--- src/rtl/thermostat_keypad.sv ---
`timescale 1ns/1ps
// thermostat_keypad
// Push-button front end for the thermostat controller. The three raw buttons are
// synchronised and debounced. Up/Down become paced step commands with
// press-and-hold auto-repeat. Set becomes a stretched pulse that the slower
// set/regulation clock domain can catch.
//
// Ports
//   slowclock1  in   clock, rising edge
//   Reset       in   asynchronous, active-high reset
//   btn_up      in   raw Up button (asynchronous, active-high)
//   btn_down    in   raw Down button (asynchronous, active-high)
//   btn_set     in   raw Set button (asynchronous, active-high)
//   Up          out  step-up command
//   Down        out  step-down command
//   Set         out  setpoint-commit command, SET_HOLD ticks wide
//   repeating   out  high while auto-repeat is active
//   conflict    out  high while both directions are held
//
// Build option: THERMOSTAT_KEYPAD_ACCEL_EN compiles in the FAST phase. In FAST
// the step output is held high continuously after FAST_AFTER repeat pulses.
// Without the option, REPEAT keeps pulsing every REPEAT_PERIOD ticks.
//
// state       | meaning
// S_IDLE      | no direction active, waiting for a debounced press
// S_FIRST     | first step pulse is on the output
// S_WAIT_HOLD | counting the hold delay before auto-repeat
// S_REPEAT    | pulsing every REPEAT_PERIOD ticks
// S_FAST      | step output held high (accelerated build only)
// S_CONFLICT  | both directions held, outputs suppressed
module thermostat_keypad #(
   parameter int unsigned DEB_TICKS     = 2,
   parameter int unsigned HOLD_DELAY    = 5,
   parameter int unsigned REPEAT_PERIOD = 2,
   parameter int unsigned FAST_AFTER    = 4,
   parameter int unsigned SET_HOLD      = 8
) (
   input  logic slowclock1,
   input  logic Reset,
   input  logic btn_up,
   input  logic btn_down,
   input  logic btn_set,
   output logic Up,
   output logic Down,
   output logic Set,
   output logic repeating,
   output logic conflict
);

   localparam logic [3:0] DEB_LAST  = 4'(DEB_TICKS - 1);
   localparam logic [7:0] HOLD_LOAD = 8'(HOLD_DELAY - 1);
   localparam logic [7:0] REP_LOAD  = 8'(REPEAT_PERIOD - 1);
   localparam logic [7:0] SET_LOAD  = 8'(SET_HOLD);
`ifdef THERMOSTAT_KEYPAD_ACCEL_EN
   localparam logic [7:0] FAST_LAST = 8'(FAST_AFTER);
`endif

   typedef enum logic [2:0] {
      S_IDLE      = 3'd0,
      S_FIRST     = 3'd1,
      S_WAIT_HOLD = 3'd2,
      S_REPEAT    = 3'd3,
`ifdef THERMOSTAT_KEYPAD_ACCEL_EN
      S_FAST      = 3'd4,
`endif
      S_CONFLICT  = 3'd5
   } state_t;

   // bit 0 = up, bit 1 = down, bit 2 = set
   logic [2:0]      w_raw;
   logic [2:0]      r_sync1;
   logic [2:0]      r_sync2;
   logic [2:0]      r_deb;
   logic [2:0][3:0] r_deb_cnt;

   logic            r_set_prev;
   logic [7:0]      r_set_cnt;
   logic            w_set_rise;
   logic            w_set_block;

   state_t          r_state;
   logic            r_dir;      // 0 = up, 1 = down
   logic [7:0]      r_tick;
`ifdef THERMOSTAT_KEYPAD_ACCEL_EN
   logic [7:0]      r_rep;
`endif
   logic            r_up;
   logic            r_down;
   logic            r_repeating;
   logic            r_conflict;
   logic            w_du;
   logic            w_dd;
   logic            w_held;

   assign w_raw = {btn_set, btn_down, btn_up};

   always_ff @(posedge slowclock1 or posedge Reset) begin
      if (Reset) begin
         r_sync1   <= '0;
         r_sync2   <= '0;
         r_deb     <= '0;
         r_deb_cnt <= '0;
      end else begin
         r_sync1 <= w_raw;
         r_sync2 <= r_sync1;
         for (int i = 0; i < 3; i++) begin
            if (r_sync2[i] == r_deb[i]) begin
               r_deb_cnt[i] <= 4'd0;
            end else if (r_deb_cnt[i] == DEB_LAST) begin
               r_deb[i]     <= ~r_deb[i];
               r_deb_cnt[i] <= 4'd0;
            end else begin
               r_deb_cnt[i] <= r_deb_cnt[i] + 4'd1;
            end
         end
      end
   end

   assign w_set_rise  = r_deb[2] & ~r_set_prev;
   // The rise itself also blocks, so Set wins when it lands with an Up/Down press.
   assign w_set_block = w_set_rise | (r_set_cnt != 8'd0);
   assign Set         = (r_set_cnt != 8'd0);

   always_ff @(posedge slowclock1 or posedge Reset) begin
      if (Reset) begin
         r_set_prev <= 1'b0;
         r_set_cnt  <= 8'd0;
      end else begin
         r_set_prev <= r_deb[2];
         if (r_set_cnt != 8'd0) begin
            r_set_cnt <= r_set_cnt - 8'd1;
         end else if (w_set_rise) begin
            r_set_cnt <= SET_LOAD;
         end
      end
   end

   assign w_du   = r_deb[0];
   assign w_dd   = r_deb[1];
   assign w_held = r_dir ? w_dd : w_du;

   always_ff @(posedge slowclock1 or posedge Reset) begin
      if (Reset) begin
         r_state     <= S_IDLE;
         r_dir       <= 1'b0;
         r_tick      <= 8'd0;
`ifdef THERMOSTAT_KEYPAD_ACCEL_EN
         r_rep       <= 8'd0;
`endif
         r_up        <= 1'b0;
         r_down      <= 1'b0;
         r_repeating <= 1'b0;
         r_conflict  <= 1'b0;
      end else begin
         r_up        <= 1'b0;
         r_down      <= 1'b0;
         r_repeating <= 1'b0;
         r_conflict  <= 1'b0;
         if (w_set_block) begin
            r_state <= S_IDLE;
         end else begin
            case (r_state)
               S_IDLE: begin
                  if (w_du & w_dd) begin
                     r_state    <= S_CONFLICT;
                     r_conflict <= 1'b1;
                  end else if (w_du | w_dd) begin
                     r_state <= S_FIRST;
                     r_dir   <= ~w_du;
                     r_up    <= w_du;
                     r_down  <= ~w_du;
                     r_tick  <= HOLD_LOAD;
                  end
               end
               S_CONFLICT: begin
                  if (!w_du && !w_dd) begin
                     r_state <= S_IDLE;
                  end else begin
                     r_conflict <= 1'b1;
                  end
               end
               default: begin
                  if (w_du & w_dd) begin
                     r_state    <= S_CONFLICT;
                     r_conflict <= 1'b1;
                  end else if (!w_held) begin
                     r_state <= S_IDLE;
                  end else begin
                     case (r_state)
                        S_FIRST: begin
                           r_state <= S_WAIT_HOLD;
                           r_tick  <= r_tick - 8'd1;
                        end
                        S_WAIT_HOLD: begin
                           if (r_tick == 8'd0) begin
                              r_state     <= S_REPEAT;
                              r_up        <= ~r_dir;
                              r_down      <= r_dir;
                              r_repeating <= 1'b1;
                              r_tick      <= REP_LOAD;
`ifdef THERMOSTAT_KEYPAD_ACCEL_EN
                              r_rep       <= 8'd1;
`endif
                           end else begin
                              r_tick <= r_tick - 8'd1;
                           end
                        end
                        S_REPEAT: begin
                           r_repeating <= 1'b1;
                           if (r_tick == 8'd0) begin
                              r_up   <= ~r_dir;
                              r_down <= r_dir;
`ifdef THERMOSTAT_KEYPAD_ACCEL_EN
                              if (r_rep == FAST_LAST) begin
                                 r_state <= S_FAST;
                              end else begin
                                 r_tick <= REP_LOAD;
                                 if (r_rep != 8'hFF) r_rep <= r_rep + 8'd1;
                              end
`else
                              r_tick <= REP_LOAD;
`endif
                           end else begin
                              r_tick <= r_tick - 8'd1;
                           end
                        end
`ifdef THERMOSTAT_KEYPAD_ACCEL_EN
                        S_FAST: begin
                           r_up        <= ~r_dir;
                           r_down      <= r_dir;
                           r_repeating <= 1'b1;
                        end
`endif
                        default: r_state <= S_IDLE;
                     endcase
                  end
               end
            endcase
         end
      end
   end

   assign Up        = r_up;
   assign Down      = r_down;
   assign repeating = r_repeating;
   assign conflict  = r_conflict;

endmodule
--- config.mk ---
export PLATFORM = sky130hd
export DESIGN_NAME = thermostat_keypad
export DESIGN_NICKNAME = d
export VERILOG_FILES = /design/src/rtl/thermostat_keypad.sv
export SDC_FILE = /design/constraint.sdc
export NUM_CORES = 1
export LEC_CHECK = 0
export CAP_MARGIN = 10
export CELL_PAD_IN_SITES_DETAIL_PLACEMENT = 0
export CELL_PAD_IN_SITES_GLOBAL_PLACEMENT = 2
export CORE_UTILIZATION = 32
export CTS_CLUSTER_DIAMETER = 200
export CTS_CLUSTER_SIZE = 20
export DETAILED_ROUTE_END_ITERATION = 12
export GPL_ROUTABILITY_DRIVEN = 0
export HOLD_SLACK_MARGIN = 0.05
export PLACE_DENSITY_LB_ADDON = 0.2
export SYNTH_ARGS = -nofsm -noshare
export SYNTH_HDL_FRONTEND = slang
export SYNTH_SLANG_ARGS = --single-unit
--- constraint.sdc ---
create_clock -name slowclock1 -period 1.91 [get_ports slowclock1]
set_input_delay 0.2865 -clock slowclock1 [delete_from_list [all_inputs] [get_ports slowclock1]]
set_output_delay 0.2865 -clock slowclock1 [all_outputs]
set_load 0.05 [all_outputs]
==> impl_metrics.tcl, run 1 <==
set metrics [dict create \
    dr_total_vias 1606 \
    nNetsFinal 261 \
    ir_worst_vdd_mv 0.646 \
    cts.sinks 46 \
    first_pass_iters 4 \
    status "finished, violations left" \
    synth.most_common_cell "dfrtp_1" \
    synth_top_area_share_pct 52.4 \
    drive_above_1_share_pct 23.0 \
    crit_required_ns 1.62 \
    dpl.hpwl_um 3180 \
    synth.area.top_cells "dfrtp_1 52%, ha_1 5.1%, nor2_1 4.3%" \
    rr_worst_depth 6 \
    synth_warnings 0 \
    numCtsBuffers 5 \
    core_um2 6490 \
    synth_top_family_by_area "simple AND/OR/NAND/NOR gates" \
    synth_seq_cells 46 \
    multi_input_area_um2 1030 \
    reg2reg_to "r_tick[5]" \
    clk_pin_slew_ns 0.09 \
    place_area_um2 2540 \
    ios 10 \
    synth_fa_ha_area_share_pct 5.12 \
    utilization_pct 42.8 \
    r2r-start "r_set_cnt[3]" \
    die_w_um 84.9 \
    arrival_ns 1.67 \
    hold_path.class "in2async" \
    seqCellArea_um2 1150 \
    viasPerCell 4.94 \
    synthTopCellsByCount "46 x dfrtp_1, 25 x nor2_1, 24 x nand2_1" \
    antenna_found_initial 0 \
    finalSetupViolations 6 \
    n_antenna_cell 0 \
    postRouteAntennaNets 0 \
    async_reset_ff_share_pct 100 \
    violations "negative setup slack" \
    synth.area.mux_share_pct 1.99 \
    grt_pass1_wl_um 7340 \
    slew-limit-headroom_pct 66.6 \
    cts_root_buffer "clkbuf_8" \
    endpoint_kind "output pin" \
    io_buffers 9 \
    synthSimpleGateAreaFrac_pct 18.7 \
    stdcell_area_um2 2780 \
    synth_xor_area_share_pct 5.98 \
    initial_core_util_pct 33.8 \
    die_h_um 84.9 \
    fillers 618 \
    synth_flop_cell "dfrtp_1" \
    hold_viol 0 \
    cts_hold_buf 0 \
    grt_max_degree 47 \
    reg2reg_slack_ns -0.03 \
    globalRouteOverflowTotal 0 \
    synth-compound-area-share_pct 12.1 \
    fin_crit_sh_pct 102 \
    synth_edf_count 0 \
    yosysTopAreaCell "dfrtp_1" \
    total_leakage_power_nw 1.23 \
    syn-instance-count 213 \
    drt_wl_total_um 4280 \
    area_delta_synth_final_pct 26.5 \
    clock_skew_ns 0.00657 \
    ys_types 40 \
    cts_tree "done" \
    rsz0062_at_grt "yes" \
    grt_pass1_vias 1594 \
    htreeDepth 2 \
    synth.cell_area_um2 2200 \
    fin_crit_ns 1.95 \
    setup.worst_path.class "reg2out" \
    dp_slack_ns -0.0384 \
    drc 0 \
    grt_use_total_pct 13.2 \
    cp_max_fo 2 \
    fin_ws_ns -0.0415 \
    avgSynthCellArea_um2 10.3 \
    tightest_slew_ns 0.488 \
    final_max_slew_viol_count 0 \
    startpoint_type "register" \
    synthesis.nets 227 \
    stdcell_count 325 \
    clkLatencyLatePin_ns 0.30 \
    wl_per_cell_um 13.2 \
    setup-tns-final_ns -0.161 \
    ys_seq_area_share_pct 52.4 \
    fmax_mhz 512 \
    cts_buffer_depth 2 \
    rows 29 \
    max_cap_violations 0 \
    powerDensity_nw_per_um2 1370 \
    first_iter_violations 46 \
    die_area_um2 7210 \
    dp_cells 314 \
]
[worst max path at each step]
stage	from	cells after the start	end
6_report	r_set_cnt[3]	5	Set
5_1_grt	r_set_cnt[3]	5	Set
4_1_cts	r_set_cnt[7]	5	Set
3_5_place_dp	r_set_cnt[5]	5	r_tick[6]
3_3_place_gp	r_state[0]	5	r_tick[6]
2_1_floorplan	r_set_cnt[5]	6	r_tick[3]
[logic make-up (layout without fill, tap and decap cells)]
group,after synthesis,after routing
AO/OA/AOI/OAI,37,37
XOR/XNOR,15,15
adder cells (fa/ha/maj),9,9
buffers and inverters,22,57
flip-flops,46,46
multiplexers,4,4
AND/OR/NAND/NOR,80,80
[registers in the layout (all words and copies together) (netlist names)]
register,flops
Up,1
conflict,1
r_deb_cnt,12
r_tick,8
r_state,3
r_dir,1
repeating,1
r_sync2,3
r_sync1,3
r_deb,3
r_set_prev,1
r_set_cnt,8
Down,1
[cell type report]
| cell class | count | share of cell area (%) |
|---|---|---|
| Inverter | 14 | 1.89 |
| Timing Repair Buffer | 35 | 10.9 |
| Tap cell | 77 | 3.47 |
| Clock inverter | 2 | 2.16 |
| Sequential cell | 46 | 41.4 |
| Multi-Input combinational cell | 145 | 37.2 |
| Clock buffer | 6 | 2.97 |
[where the power goes]
| group | leakage (nW) | internal, mW | switching (mW) |
|---|---|---|---|
| combinational | 0.573 | 0.718 | 0.738 |
| clock | 0.0714 | 0.558 | 0.322 |
| sequential | 0.590 | 1.23 | 0.243 |
| total | 1.23 | 2.51 | 1.30 |
[critical path, stage by stage, from the launching register on]
cell     delay [ns]
dfrtp_1        0.39
or4_4          0.54
nor3_4         0.16
buf_6          0.12
inv_2          0.03
buf_6          0.14
[metrics by stage]
stage	total power, mW	hold slack, ns
6_report	3.81	0.336
5_1_grt	4.10	0.346
4_1_cts	3.77	0.345
3_5_place_dp	2.83	0.336
3_3_place_gp	2.78	0.336
2_1_floorplan	2.39	0.318
[timing repair]
item                       CTS  global route
pin swaps                    3             2
setup endpoints to repair    5            17
buffers inserted             3             0
gates resized for setup      6            10
[per-layer routing]
metal / GRT usage, % / vias up / routed length [µm]
met3: 3.31 / 4 / 114
met5: 0 / - / 0
met1: 15.9 / 788 / 1920
met4: 5.55 / 0 / 61
met2: 22.8 / 18 / 2180
li1: - / 796 / -
[placed cells by master, fill, tap and decap left out, drive strengths merged, types with 3 or more instances in the layout]
cell type	count
clkbuf	6
o22ai	3
nor2	25
a2bb2oi	4
o21ai	9
a31oi	3
xor2	7
o31ai	4
buf	27
a21oi	5
nor3	4
dfrtp	46
mux2	3
inv	14
clkdlybuf4s50	8
nor3b	3
nand3	6
xnor2	8
ha	9
nand2b	4
nand2	24
(Power assumes the default switching activity.)
==> run 2, diff against run 1 <==
==> constraint.sdc (replaced) <==
create_clock -name slowclock1 -period 2.5 [get_ports slowclock1]
set_input_delay 0.375 -clock slowclock1 [delete_from_list [all_inputs] [get_ports slowclock1]]
set_output_delay 0.375 -clock slowclock1 [all_outputs]
set_load 0.05 [all_outputs]
==> impl_metrics.tcl, run 2 (same netlist as run 1, synthesis figures left out) <==
set metrics [dict create \
    clkLatencyLatePin_ns 0.29 \
    utilization_pct 38.6 \
    cts_tree "done" \
    globalRouteOverflowTotal 0 \
    tightest_slew_ns 0.581 \
    viasPerCell 5.10 \
    reg2reg_slack_ns 0.28 \
    final_max_slew_viol_count 0 \
    slowest_stage "or4_4" \
    dp_cells 297 \
    dpl.hpwl_um 3070 \
    grt_use_total_pct 13.0 \
    antenna_found_initial 0 \
    fillers 629 \
    crit_top_cell "buf_4" \
    post-cts-setup-buffers 0 \
    dp_slack_ns 0.303 \
    drive_above_1_share_pct 11.0 \
    r2r-start "r_tick[0]" \
    violations "design-rule violations" \
    htreeDepth 2 \
    cp_max_fo 7 \
    setup-tns-final_ns 0 \
    drc 1 \
    die_h_um 84.9 \
    setup.worst_path.class "reg2out" \
    cts.sinks 46 \
    ios 10 \
    postRouteAntennaNets 0 \
    dr_total_vias 1549 \
    crit_required_ns 2.12 \
    fin_ws_ns 0.275 \
    die_w_um 84.9 \
    die_area_um2 7210 \
    fin_crit_ns 2.23 \
    startpoint_type "register" \
    seqCellArea_um2 1150 \
    area_delta_synth_final_pct 14.1 \
    hold_viol 0 \
    worst_hold_path.num_cells 0 \
    grt_pass1_wl_um 7460 \
    layout_common_cells "46 x dfrtp_1, 25 x nor2_1, 24 x nand2_1" \
    ir_worst_vdd_mv 0.372 \
    initial_core_util_pct 33.8 \
    cp_slowest_stage_delay_ns 0.56 \
    wl_per_cell_um 13.4 \
    drt_wl_total_um 4080 \
    hold_start "r_sync1[0]" \
    cts_hold_buf 0 \
    largestRegisters "r_deb_cnt: 12 flops, r_set_cnt: 8 flops, r_tick: 8 flops" \
    cts-resized-gates 0 \
    cts_buffer_depth 2 \
    crit_chain "or4_4 -> nor3_4 -> buf_4 -> inv_1 -> buf_4" \
    largest_reg_flops 12 \
    powerDensity_nw_per_um2 1040 \
    clk_pin_slew_ns 0.08 \
    endpoint_kind "output pin" \
    nNetsFinal 241 \
    cts_root_buffer "clkbuf_8" \
    fin_crit_sh_pct 89.0 \
    rows 29 \
    grt_max_degree 30 \
    numCtsBuffers 5 \
    fmax_mhz 449 \
    grt_pass1_vias 1618 \
    status "finished, violations left" \
    total_leakage_power_nw 1.09 \
    core_um2 6490 \
    clock_skew_ns 0.0112 \
    multi_input_area_um2 963 \
    min_to "r_sync2[0]" \
    stdcell_count 304 \
    hold_path.class "reg2reg" \
    n_antenna_cell 0 \
    mostFrequentLayoutCell "dfrtp_1" \
    max_cap_violations 0 \
    first_pass_iters 8 \
    finalSetupViolations 0 \
    io_buffers 9 \
    rsz0062_at_grt "no" \
    largest_register "r_deb_cnt" \
    total_power_mw 2.60 \
    slew-limit-headroom_pct 61.2 \
    reg2reg_to "r_tick[4]" \
    first_iter_violations 51 \
    rr_worst_depth 7 \
    arrival_ns 1.85 \
]
==> run 2: report_power, final <==
part	internal (mW)	total [mW]	leakage, nW	switching (mW)
Combinational	0.401	0.857	0.444	0.456
Clock	0.320	0.555	0.0573	0.235
Sequential	0.942	1.19	0.590	0.244
Total	1.66	2.60	1.09	0.935
==> run 2: per-layer routing <==
| layer | share of wire, % | GRT usage, % |
|---|---|---|
| met1 | 45 | 15.9 |
| met2 | 51 | 23.2 |
| met3 | 3.0 | 2.63 |
| met4 | 0.93 | 4.16 |
| met5 | 0 | 0 |
==> run 2: layout make-up <==
cell class	count	area share, %
clock inverter	1	1.20
multi-input combinational	145	38.4
timing repair buffer	15	5.29
tap	77	3.84
clock buffer	6	3.29
sequential	46	45.9
inverter	14	2.09
==> run 2: worst max path at each step <==
stage	from	cells after the start	to	slack, ns
3_3_place_gp	r_tick[0]	7	r_tick[5]	0.41
6_report	r_set_cnt[5]	5	Set	0.27
4_1_cts	r_set_cnt[5]	5	Set	0.25
3_5_place_dp	r_tick[0]	7	r_tick[4]	0.30
5_1_grt	r_tick[0]	7	r_tick[4]	0.03
2_1_floorplan	r_set_cnt[5]	6	r_tick[3]	0.58
==> run 2: per-stage QoR <==
stage          area (µm²)  hold WS [ns]
2_1_floorplan        2200         0.331
3_3_place_gp         2400         0.337
3_5_place_dp         2400         0.343
4_1_cts              2510         0.368
5_1_grt              2510         0.379
6_report             2510         0.357
==> run 2: worst max-delay path: cells and delay by family (launching register included) <==
kind / cells / cell delay, ns
and+or+nand+nor: 2 / 0.74
DFF: 1 / 0.43
buffers and inverters: 3 / 0.40
==> run 3, diff against run 2 <==
--- a/config.mk
+++ b/config.mk
@@ -15,6 +15,7 @@
 export GPL_ROUTABILITY_DRIVEN = 0
 export HOLD_SLACK_MARGIN = 0.05
 export PLACE_DENSITY_LB_ADDON = 0.2
+export SLEW_MARGIN = 20
 export SYNTH_ARGS = -nofsm -noshare
 export SYNTH_HDL_FRONTEND = slang
 export SYNTH_SLANG_ARGS = --single-unit
==> results of run 3 <==
Same layout as run 2: the final DEF is identical, and so are final timing and power.
